===== config.mk =====
export PLATFORM = sky130hd
export DESIGN_NAME = fetch_sequencer
export DESIGN_NICKNAME = d
export VERILOG_FILES = /design/src/rtl/fetch_pkg.sv /design/src/rtl/fetch_fifo.sv /design/src/rtl/fetch_sequencer.sv
export SDC_FILE = /design/constraint.sdc
export NUM_CORES = 1
export LEC_CHECK = 0
export BUFFER_PORTS_ARGS = -buffer_cell sky130_fd_sc_hd__buf_4
export CORE_ASPECT_RATIO = 0.9
export CORE_MARGIN = 2
export CORE_UTILIZATION = 46
export CTS_CLUSTER_DIAMETER = 150
export DETAILED_ROUTE_END_ITERATION = 7
export GPL_ROUTABILITY_DRIVEN = 0
export PLACE_DENSITY = 0.69
export SYNTH_ARGS = -nofsm -noshare
export SYNTH_HDL_FRONTEND = slang
export SYNTH_SLANG_ARGS = --single-unit
export TNS_END_PERCENT = 5

===== constraint.sdc =====
create_clock -name clk -period 11.9 [get_ports clk]
set_input_delay 1.19 -clock clk [delete_from_list [all_inputs] [get_ports clk]]
set_output_delay 1.19 -clock clk [all_outputs]
set_load 0.03 [all_outputs]

===== src/rtl/fetch_pkg.sv =====
// -----------------------------------------------------------------------------
// fetch_pkg
// Shared definitions for the instruction-fetch sequencer:
//   - FSM state encoding (IDLE/RUN/HALT/FAULT, also exported on the debug port)
//   - instruction width and PC increment
//   - the {pc, inst} entry carried through the fetch buffer
// -----------------------------------------------------------------------------
package fetch_pkg;

    localparam int          INST_W = 32;
    localparam logic [31:0] PC_INC = 32'd4;

    typedef enum logic [1:0] {
        ST_IDLE  = 2'd0,
        ST_RUN   = 2'd1,
        ST_HALT  = 2'd2,
        ST_FAULT = 2'd3
    } fetch_state_e;

    typedef struct packed {
        logic [31:0]       pc;
        logic [INST_W-1:0] inst;
    } fetch_entry_t;

endpackage


===== src/rtl/fetch_fifo.sv =====
// -----------------------------------------------------------------------------
// fetch_fifo
// Circular fetch buffer with wrap-around read/write pointers and an occupancy
// count. FIFO_DEPTH must be a power of two (>= 2) so the pointers wrap
// naturally.
//
// Ports:
//   clk, rst_n  clock, synchronous active-low reset
//   push        write push_data at the tail (accepted when not full, or when
//               full and popping in the same cycle)
//   push_data   WIDTH-bit entry to enqueue
//   pop         drop the head entry (ignored when empty)
//   flush       discard all entries; overrides push and pop
//   full/empty  occupancy flags
//   head_data   entry at the head (undefined when empty)
// -----------------------------------------------------------------------------
module fetch_fifo #(
    parameter int FIFO_DEPTH = 2,
    parameter int WIDTH      = 64
) (
    input  logic             clk,
    input  logic             rst_n,
    input  logic             push,
    input  logic [WIDTH-1:0] push_data,
    input  logic             pop,
    input  logic             flush,
    output logic             full,
    output logic             empty,
    output logic [WIDTH-1:0] head_data
);

    localparam int PTR_W = $clog2(FIFO_DEPTH);
    localparam int CNT_W = $clog2(FIFO_DEPTH) + 1;

    logic [WIDTH-1:0] mem_q [FIFO_DEPTH];
    logic [PTR_W-1:0] rd_ptr_q, wr_ptr_q;
    logic [CNT_W-1:0] count_q;
    logic             do_push, do_pop;

    assign full      = (count_q == CNT_W'(FIFO_DEPTH));
    assign empty     = (count_q == '0);
    assign head_data = mem_q[rd_ptr_q];

    assign do_pop  = pop & ~empty;
    // A full buffer can take a new entry only in the cycle its head leaves.
    assign do_push = push & (~full | do_pop);

    // NOTE: sequential state is updated with non-blocking assignments only, so
    // every flop samples the pre-edge value of every other flop.
    always_ff @(posedge clk) begin
        if (!rst_n || flush) begin
            rd_ptr_q <= '0;
            wr_ptr_q <= '0;
            count_q  <= '0;
        end else begin
            if (do_push) wr_ptr_q <= wr_ptr_q + PTR_W'(1);
            if (do_pop)  rd_ptr_q <= rd_ptr_q + PTR_W'(1);
            case ({do_push, do_pop})
                2'b10:   count_q <= count_q + CNT_W'(1);
                2'b01:   count_q <= count_q - CNT_W'(1);
                default: count_q <= count_q;
            endcase
        end
    end

    // NOTE: the storage array has no reset; an entry is only ever read after
    // it has been written, and empty/full come from the reset count.
    always_ff @(posedge clk) begin
        if (do_push && !flush) mem_q[wr_ptr_q] <= push_data;
    end

endmodule


===== src/rtl/fetch_sequencer.sv =====
// -----------------------------------------------------------------------------
// fetch_sequencer
// Instruction-fetch controller. Owns the PC, drives the combinational
// instruction memory one word per cycle, buffers {pc, inst} in fetch_fifo and
// presents the head to decode over valid/ready.
//
// Ports:
//   clk, rst_n            clock, synchronous active-low reset
//   start                 pulse: IDLE->RUN, HALT->RUN
//   halt_req              RUN->HALT after the current cycle
//   redirect_valid/_pc    new PC from execute (RUN/HALT only)
//   im_en, im_addr        instruction-memory enable and word index
//   im_inst               instruction-memory read data (same cycle)
//   out_valid/ready       decode handshake on the buffer head
//   out_inst, out_pc      head instruction and its byte PC
//   state                 FSM state (debug)
//   fault                 sticky fetch fault, cleared only by reset
// -----------------------------------------------------------------------------
module fetch_sequencer
    import fetch_pkg::*;
#(
    parameter logic [31:0] RESET_PC   = 32'h0000_0000,
    parameter int          IMEM_DEPTH = 32,
    parameter int          FIFO_DEPTH = 2
) (
    input  logic        clk,
    input  logic        rst_n,
    input  logic        start,
    input  logic        halt_req,
    input  logic        redirect_valid,
    input  logic [31:0] redirect_pc,
    output logic        im_en,
    output logic [31:0] im_addr,
    input  logic [31:0] im_inst,
    output logic        out_valid,
    input  logic        out_ready,
    output logic [31:0] out_inst,
    output logic [31:0] out_pc,
    output logic [1:0]  state,
    output logic        fault
);

    fetch_state_e state_q, state_d;
    logic [31:0]  pc_q, pc_d;
    logic [31:0]  im_addr_q;

    logic         fifo_full, fifo_empty;
    logic         fifo_push, fifo_pop, fifo_flush;
    logic         head_pop, pc_oob;
    fetch_entry_t push_entry, head_entry;

    assign head_pop   = ~fifo_empty & out_ready;
    assign pc_oob     = ({2'b00, pc_q[31:2]} >= 32'(IMEM_DEPTH));
    assign push_entry = '{pc: pc_q, inst: im_inst};

    // NOTE: every signal driven here gets a default first, so no path through
    // the case leaves a value unassigned and no latch is inferred.
    always_comb begin
        state_d    = state_q;
        pc_d       = pc_q;
        im_en      = 1'b0;
        fifo_push  = 1'b0;
        fifo_flush = 1'b0;
        fifo_pop   = head_pop;

        unique case (state_q)
            ST_IDLE: begin
                if (start) state_d = ST_RUN;
            end

            ST_RUN, ST_HALT: begin
                if (redirect_valid) begin
                    // Redirect outranks halt_req and start. A misaligned
                    // target faults without touching pc or the buffer.
                    if (redirect_pc[1:0] != 2'b00) begin
                        state_d = ST_FAULT;
                    end else begin
                        fifo_flush = 1'b1;
                        fifo_pop   = 1'b0;
                        pc_d       = redirect_pc;
                    end
                end else if (state_q == ST_RUN) begin
                    if (halt_req) state_d = ST_HALT;
                    // Room exists if not full, or if the head leaves now.
                    if (!fifo_full || head_pop) begin
                        if (pc_oob) begin
                            state_d = ST_FAULT;
                        end else begin
                            im_en     = 1'b1;
                            fifo_push = 1'b1;
                            pc_d      = pc_q + PC_INC;
                        end
                    end
                end else if (start) begin
                    state_d = ST_RUN;
                end
            end

            ST_FAULT: begin
                // Sticky until reset; the buffer keeps draining.
            end

            default: state_d = ST_IDLE;
        endcase
    end

    always_ff @(posedge clk) begin
        if (!rst_n) begin
            state_q   <= ST_IDLE;
            pc_q      <= RESET_PC;
            im_addr_q <= '0;
        end else begin
            state_q <= state_d;
            pc_q    <= pc_d;
            if (im_en) im_addr_q <= {2'b00, pc_q[31:2]};
        end
    end

    // Address is live while fetching and otherwise holds the last word index.
    assign im_addr = im_en ? {2'b00, pc_q[31:2]} : im_addr_q;

    fetch_fifo #(
        .FIFO_DEPTH (FIFO_DEPTH),
        .WIDTH      ($bits(fetch_entry_t))
    ) u_fifo (
        .clk        (clk),
        .rst_n      (rst_n),
        .push       (fifo_push),
        .push_data  (push_entry),
        .pop        (fifo_pop),
        .flush      (fifo_flush),
        .full       (fifo_full),
        .empty      (fifo_empty),
        .head_data  (head_entry)
    );

    // Head fields read as zero when nothing is buffered.
    assign out_valid = ~fifo_empty;
    assign out_inst  = fifo_empty ? '0 : head_entry.inst;
    assign out_pc    = fifo_empty ? '0 : head_entry.pc;
    assign state     = state_q;
    assign fault     = (state_q == ST_FAULT);

endmodule


# Word level (Yosys, flattened, before mapping)
# Memories as Yosys holds them, arrays and structs flattened. A register that Yosys moved wholly into a read port is not among the register bits.
# Index checks and enable logic that the tools add are counted.
[word_totals]
n_memories = 1
mem_bits_rw = 128
regBits = 70
input_bits = 70
wordCells = 76
output_inout_bits = 101
[classes]
add_sub_neg = 5
magnitude_cmp = 1
muxes = 32
eq_ne = 9
reduce_logical = 16
bitwise_logic = 6
[mem_list]
columns = ["name", "words", "width", "rd", "rd_ports_with_merged_regs", "write_ports", "line", "rtl"]
rows = [
  ["u_fifo.mem_q", 2, 64, 1, 1, 1, "fetch_fifo.sv:35", "logic [WIDTH-1:0] mem_q [FIFO_DEPTH];"],
]
[ops]
columns = ["cell", "count"]
rows = [
  ["two-way mux 32 bit", 8],
  ["adder 32 x 3 -> 32 bit (second input constant)", 1],
  [">= comparator 30 x 6 -> 1 bit (second input constant)", 1],
  ["two-way mux 1 bit", 15],
  ["two-way mux 2 bit", 7],
  ["nonzero test 2 bit", 5],
  ["equality test 2 bit (second input constant)", 4],
  ["case mux 2 bit (2 select lines)", 2],
  ["AND reduction 5 bit", 1],
  ["equality test 2 x 1 -> 1 bit (second input constant)", 2],
  ["logical NOT 2 bit", 2],
  ["inequality test 2 bit (second input constant)", 2],
  ["AND 1 bit", 3],
  ["logical NOT 1 bit", 3],
  ["inequality test 3 bit (second input constant)", 1],
  ["adder 1 bit (second input constant)", 2],
  ["adder 2 x 1 -> 2 bit (second input constant)", 1],
  ["logical OR 1 bit", 2],
  ["NOT 1 bit", 2],
  ["AND reduction 2 bit", 1],
  ["OR reduction 2 bit", 1],
  ["subtractor 2 x 1 -> 2 bit (second input constant)", 1],
  ["logical AND 1 bit", 1],
  ["OR 1 bit", 1],
]

# Longest topological paths before layout
# Gate-level depths: netlist of the first run.
[depth]
word_depth = 12
ltp_mapped = 12
depth_no_buf = 9

# Hierarchy
# Synthesis of the first run repeated with hierarchy kept, for this count alone.
[hier_totals]
hier_cells = 629
area_unflattened_um2 = 8282.9
[modules_own_cells]
columns = ["module", "cells_per_inst", "area_per_inst_um2", "instances", "seq_area_each_um2"]
rows = [
  ["fetch_fifo", 230, 4894.7, 1, 3943.8],
  ["fetch_sequencer", 399, 3388.2, 1, 1321.3],
]

# Worst setup path after synthesis of the first run
# OpenSTA, ideal clock, no wires.
[synth_timing]
path_type = "input to register"
from = "input redirect_valid"
to = "memory u_fifo.mem_q[0][0] (enable)"
arrival_ns = 5.037
path_slack_ns = 6.375
path_buffers = 3
setup_time_ns = 0.488
required_ns = 11.412
cell_stages = 6
cell_sequence = "or2b_2 or4_4 buf_6 clkbuf_8 buf_8 nor2_1"
[synth_between]
elab_chain_cells = 8
word_cells_on_any_way = 13
classes_between = "mux (8); bitwise (3); reduce/logical (2)"
[synth_rtl]
columns = ["element", "line", "rtl"]
rows = [
  ["from (decl)", "fetch_sequencer.sv:30", "input logic redirect_valid,"],
  ["two-way mux 1 bit", "fetch_sequencer.sv:72", "if (redirect_valid) begin"],
  ["two-way mux 1 bit", "fetch_sequencer.sv:66", "unique case (state_q)"],
  ["AND 1 bit", "fetch_fifo.sv:44", "assign do_pop = pop & ~empty;"],
  ["OR 1 bit", "fetch_fifo.sv:46", "assign do_push = push & (~full | do_pop);"],
  ["AND 1 bit", "fetch_fifo.sv:46", ""],
  ["logical AND 1 bit (*)", "fetch_fifo.sv:69", "if (do_push && !flush) mem_q[wr_ptr_q] <= push_data;"],
  ["two-way mux 1 bit (*)", "fetch_fifo.sv:69", ""],
  ["two-way mux 1 bit (implied by the code) (*)", "fetch_fifo.sv:69", ""],
  ["to (decl)", "fetch_fifo.sv:35", ""],
]
# Mark *: on every way between the ends. The rest lies on a longest branch, timed or not.

# Worst setup path after layout of the first run
[layout_timing]
from = "input redirect_valid"
to = "output im_en"
[layout_between]
elab_chain_cells = 2
[layout_rtl]
columns = ["element", "line", "rtl"]
rows = [
  ["two-way mux 1 bit", "fetch_sequencer.sv:72", ""],
  ["two-way mux 1 bit", "fetch_sequencer.sv:66", ""],
  ["to (decl)", "fetch_sequencer.sv:32", "output logic im_en,"],
]
# Every way passes these cells.

==> results of run 1 <==
## layout by cell type (no fill, tap or decap), drive strengths merged, types with 2 or more instances in the layout
cell type and n:
buf 175, edfxtp 128, nor2 78, dfxtp 71, mux2i 65, nand2 47, and3 33, and2 33
clkbuf 20, a21oi 18, inv 13, nor3 10, a21boi 9, o21ai 8, nor4 6, ha 6
nand4 5, nand3 5, mux2 5, o31ai 4, a211oi 4, a31oi 4, xnor2 3, bufinv 3
clkinvlp 3, xor2 2, o211a 2, a21o 2
## through the flow
stage / power, mW / setup WS, ns
after global placement: 1.26 / 7.77
after global routing: 1.92 / 7.58
after floorplan: 1.12 / 6.38
final: 1.83 / 7.70
after CTS: 1.85 / 7.71
after detailed placement: 1.27 / 7.73
## layer usage
layer | up-vias | wire length (um) | share of wire, % | global-route usage, %
li1 | 2479 | - | - | -
met1 | 2406 | 7490 | 45 | 24.3
met2 | 153 | 7660 | 46 | 29.8
met3 | 12 | 1310 | 7.9 | 6.78
met4 | 0 | 128 | 0.77 | 5.65
met5 | - | 0 | 0 | 0
## sequential cells by signal, summed over array words and instances, names as in the netlist, named ones only
name / flops
im_addr_q: 32
u_fifo.rd_ptr_q: 1
pc_q: 32
state: 2
u_fifo.mem_q: 128
u_fifo.count_q: 2
u_fifo.wr_ptr_q: 1
## worst max-delay path: stages
cell and delay [ns]:
buf_4 0.15, or2b_2 0.30, or4_4 0.70, inv_2 0.39, buf_4 0.24
## kinds of logic after synthesis
| family | synth area share, % |
|---|---|
| muxes | 9.30 |
| xor gates and xnor gates | 0.561 |
| adders and majority gates | 0.962 |
| AOI/OAI and AO/OA | 5.07 |
| and+or+nand+nor | 14.0 |
| buffers and inverters | 2.66 |
| DFF | 67.4 |
## final cells by class
cell class              count  area [um^2]
repair buffers            175         1310
clock inverters            12          164
fillers                  1379         6900
clock buffers              20          437
multi-input cells         362         2350
well taps                 211          264
flip-flops and latches    199         5270
inverters                   8         30.0
## report_power, final
group	total, mW	internal [mW]	switching [mW]
Sequential	0.832	0.782	0.0501
Clock	0.584	0.335	0.249
Combinational	0.417	0.159	0.259
## worst paths after layout
kind	end	cells after the start
worst max-delay path	im_en	5
worst min-delay path	u_fifo.mem_q[0][33]	0
worst max register to register	u_fifo.mem_q[1][54]	7
worst min register to register	u_fifo.mem_q[0][33]	0
==> summary.txt, run 1 <==
Status
  – Status: complete, no violations

Global routing
  – First-pass GRT wire length: 26100 um
  – GRT overflow: 0
  – Initial antenna violation count: 0
  – Largest net degree at the start of global routing: 66
  – GR Util All Layers: around a fifth
  – Number of global-route vias before repair: slightly above 5000

Setup path
  – Crit path max fanout: 65
  – Crit path DAT: ~3.0 ns
  – Req. time, crit path: about 11 ns
  – Worst Setup End Kind: output port
  – Startpoint types: input port
  – Critical R2R Launch: state[1]
  – Crit Path Class: input port to output port
  – Worst setup path start: redirect_valid
  – Worst R2R Setup Slack: just over 8 ns

Floorplanning
  – Number of I/O pins: approximately 170
  – Die Y: 128 um
  – Die Footprint: ~18000 um^2
  – Core box area: roughly 17000 um^2
  – Chip Width: 141 um
  – Initial Utilization: ~47%
  – # rows: 45

Power
  – IR drop worst, VDD: ~0.12 mV
  – Cell Pwr Density: about 190 nW/um^2
  – Static Leak: a little under 4 nW

STA
  – TNS Setup: 0 ns
  – Final Hold Fails: 0
  – Fin Hold WS: 0.457 ns
  – FMAX: between 200 and 250 MHz
  – Max Slew Vio Count: 0
  – Setup violations, final: 0
  – Tcrit/Tclk final: a little over a third
  – Measured slew at the worst slew-check pin: 1.16 ns
  – Slew margin rel.: between 20% and 30%
  – RSZ-0062 raised after global routing: no
  – Worst Skew: about 0.011 ns
  – Period minus WS final: roughly 4.2 ns

Place
  – Dpl hpwl: between 10000 and 15000 um
  – Placed instance area: between 9000 and 10000 um^2
  – Post-Place Cells: 955
  – PortBufs: 170

Final layout
  – Inserted Diodes: 0
  – Final Non-Filler Cells: roughly 990
  – Post-route cell area: roughly 9800 um^2
  – Utilization after layout: 58.8%
  – Nets: roughly 840
  – Layout cells sized above 1: between 30 and 40%
  – Syn-to-layout area delta: 25.9%

Clock network
  – Post-CTS Setup Repair Bufs: 0
  – CTS Buf Count: 17
  – H-tree depth reported by CTS: 4
  – Clk sinks: between 150 and 200
  – Worst-skew pair later-pin latency: 0.43 ns
  – Clock Tree Root: clkbuf_16
  – Resized Gates After CTS: 0
  – CTS tree: built
  – CTS Buffer Depth: 2
  – Post-CTS Hold Fix Bufs: 0
  – Clock slew at reported path FFs: approximately 0.070 ns

Yosys
  – Post-synth top area cell: edfxtp_1
  – Register area share after synthesis: between 60% and 70%
  – Commonest cells post-synth: 128 x edfxtp_1, 78 x nor2_1, 71 x dfxtp_1, 65 x mux2i_1, 46 x nand2_1
  – Avg Cell Area, Syn: between 10 and 15 um^2
  – Primary FF master, synth: edfxtp_1
  – Most numerous cell in the Yosys netlist: edfxtp_1
  – Net Count, Synth: a little under 700
  – Synth Instances: 606
  – FFs w/ async S/R, synth: 0%
  – Synth top area cells: edfxtp_1 49%, dfxtp_1 18%, mux2i_1 8.3%
  – Number of synthesis warnings: 0
  – Synth Cell Area: slightly below 8000 um^2
  – #FFs+latches synth: between 150 and 200
  – Distinct cell type count after synthesis: roughly 50
  – Post-synth EDFFs: about 130
  – Share of the synthesized area in the top cell type: 49.2%

Drt
  – Total number of vias: between 5000 and 6000
  – TritonRoute pass-1 iters: 4
  – Initial drt markers: ~290
  – Post-route ant nets: 0
  – Routed WL: between 15000 and 20000 um
  – Vias per cell: between 5 and 6
  – Per-cell routed wire length: about 17 um
  – Drc violations: 0

Hold path
  – Hold Path Class: flip-flop to flip-flop
  – Hold path startpoint: pc_q[1]

Job
  – # Max-Cap Violations: 0
No activity file was read; power rests on OpenSTA's default activity.
==> run 2, diff against run 1 <==
==> constraint.sdc (replaced) <==
create_clock -name clk -period 3.9 [get_ports clk]
set_input_delay 0.39 -clock clk [delete_from_list [all_inputs] [get_ports clk]]
set_output_delay 0.39 -clock clk [all_outputs]
set_load 0.03 [all_outputs]
==> summary.txt, run 2 (same netlist as run 1, synthesis figures left out) <==
Global routing
  – Initial antenna violation count: 0
  – Number of global-route vias before repair: around 5000
  – First-pass GRT wire length: roughly 26000 um
  – GRT overflow: 0
  – Largest net degree at the start of global routing: 66
  – GR Util All Layers: between 10% and 20%

Drt
  – Initial drt markers: around 250
  – Post-route ant nets: 0
  – Routed WL: approximately 17000 um
  – TritonRoute pass-1 iters: 4
  – Drc violations: 0
  – Vias per cell: around 5
  – Total number of vias: about 5100
  – Per-cell routed wire length: 16.9 um

Final layout
  – Leading cell types in the layout, fill and taps excluded: 173 x buf_4, 128 x edfxtp_1, 76 x nor2_1, 70 x dfxtp_1, 65 x mux2i_1
  – Utilization after layout: between 50% and 60%
  – Layout cells sized above 1: a little under a third
  – Multi-input gate area: 2350 um^2
  – Most flop-heavy register: u_fifo.mem_q
  – Most common cell after layout, fill and taps aside: buf_4
  – Largest register FFs: approximately 130
  – Final Non-Filler Cells: about 1000
  – Syn-to-layout area delta: 26.7%
  – Largest regs: u_fifo.mem_q x128, im_addr_q x32, pc_q x32
  – Inserted Diodes: 0
  – Post-route cell area: around 10000 um^2
  – Storage element area: 5270 um^2
  – # fillers: around 1400
  – Nets: between 800 and 900

Hold path
  – Hold path startpoint: im_inst[30]
  – Hold Path Class: input port to flip-flop

Floorplanning
  – Chip Width: between 100 and 150 um
  – Core box area: between 15000 and 20000 um^2
  – Number of I/O pins: about 170
  – Initial Utilization: between 40% and 50%
  – Die Y: about 130 um
  – Die Footprint: 18000 um^2
  – # rows: 45

STA
  – FMAX: roughly 300 MHz
  – Worst Skew: around 0.011 ns
  – Final Hold Fails: 0
  – Measured slew at the worst slew-check pin: about 1.2 ns
  – RSZ-0062 raised after global routing: no
  – Setup slack after layout: 0.563 ns
  – Tcrit/Tclk final: 85.6%
  – Setup violations, final: 0
  – Max Slew Vio Count: 0
  – Period minus WS final: about 3.3 ns
  – Slew margin rel.: 23.2%

Setup path
  – Crit path buf inv count: 3
  – CP max-delay cell: or4_4
  – Register-to-Register Path Depth: 7
  – Critical R2R Launch: state[0]
  – Crit path to: im_en
  – Cell Chain, Critical Path: inv_1 > ha_1 > or2b_2 > or4_4 > inv_2 > buf_4
  – Worst R2R Setup Slack: 0.66 ns
  – Crit Path Class: flip-flop to output port
  – Reg2reg end: u_fifo.mem_q[1][61]
  – CP top delay family: simple AND/OR/NAND/NOR gates
  – Worst stage delay on the critical path: 0.70 ns
  – Startpoint types: flip-flop
  – Req. time, crit path: about 3.5 ns
  – Crit path max fanout: 65
  – Crit path DAT: a little under 3 ns
  – Worst Setup End Kind: output port
  – Crit path depth: 6
  – Worst setup path start: state[0]

Power
  – Cell Pwr Density: between 500 and 600 nW/um^2
  – Power share of the clock group: roughly a third
  – Static Leak: slightly below 4 nW
  – Sw Pwr: ~1.8 mW
  – Final Power: between 5 and 6 mW
  – IR drop worst, VDD: 0.355 mV
  – Seq pwr share: between 40 and 50%
  – Internal power component: about 3.9 mW
  – Combinational share of power: a little under a quarter
  – Sw Share: 31.3%

Clock network
  – CTS Buffer Depth: 2
  – Clock Tree Root: clkbuf_16
  – CTS Buf Count: 17
  – CTS tree: built
  – Worst-skew pair later-pin latency: ~0.44 ns
  – H-tree depth reported by CTS: 4
  – Post-CTS Setup Repair Bufs: 0
  – Resized Gates After CTS: 0
  – Clk sinks: 199
  – Clock slew at reported path FFs: around 0.070 ns
  – Post-CTS Hold Fix Bufs: 0

Place
  – Post-Place Cells: between 900 and 1000
  – PortBufs: 170
  – Placed instance area: around 9000 um^2
  – Dpl hpwl: about 11000 um
  – Post-place setup slack: ~0.7 ns

Status
  – Status: complete, no violations

Job
  – # Max-Cap Violations: 0
[run 2: metrics by stage]
| stage | setup TNS (ns) | hold WS, ns |
|---|---|---|
| finish | 0 | 0.139 |
| detailed placement | 0 | 0.435 |
| global placement | 0 | 0.431 |
| floorplan | -12.22 | 0.417 |
| CTS | 0 | 0.117 |
| global route | 0 | 0.118 |
[run 2: routing by layer]
metal	vias to the layer above	track usage (%)	wire length, um
li1	2484	-	-
met1	2404	24.6	7310
met2	168	30.4	7860
met3	14	5.88	1330
met4	0	6.41	145
met5	-	0	0
[run 2: worst min path at each step]
stage                                     end  cells past startpoint
after floorplan           u_fifo.mem_q[0][32]                      0
after global placement    u_fifo.mem_q[1][33]                      0
after detailed placement  u_fifo.mem_q[1][33]                      0
after CTS                  u_fifo.mem_q[1][2]                      1
after global routing      u_fifo.mem_q[0][23]                      1
final                     u_fifo.mem_q[0][30]                      1
[run 2: worst reg2reg max path: cells and delay by family (launching register included)]
family	cells	cell delay [ns]
AND/OR/NAND/NOR	3	1.27
adder cells (fa/ha/maj)	1	0.35
flip-flops	1	0.43
buffers and inverters	3	0.79
[run 2: final cells by class]
type	count	share of cell area [%]
inverters	8	0.304
well taps	211	2.67
multi-input cells	362	23.8
clock buffers	21	5.32
flip-flops and latches	199	53.3
clock inverters	11	1.11
repair buffers	175	13.5
[run 2: power groups by stage]
stage          sequential [mW]  combinational (mW)  clock (mW)
6_report                  2.53                1.29        1.83
5_1_grt                   2.55                1.40        1.94
4_1_cts                   2.53                1.30        1.86
3_5_place_dp              2.58                1.29           0
3_3_place_gp              2.57                1.27           0
2_1_floorplan             2.51               0.895           0
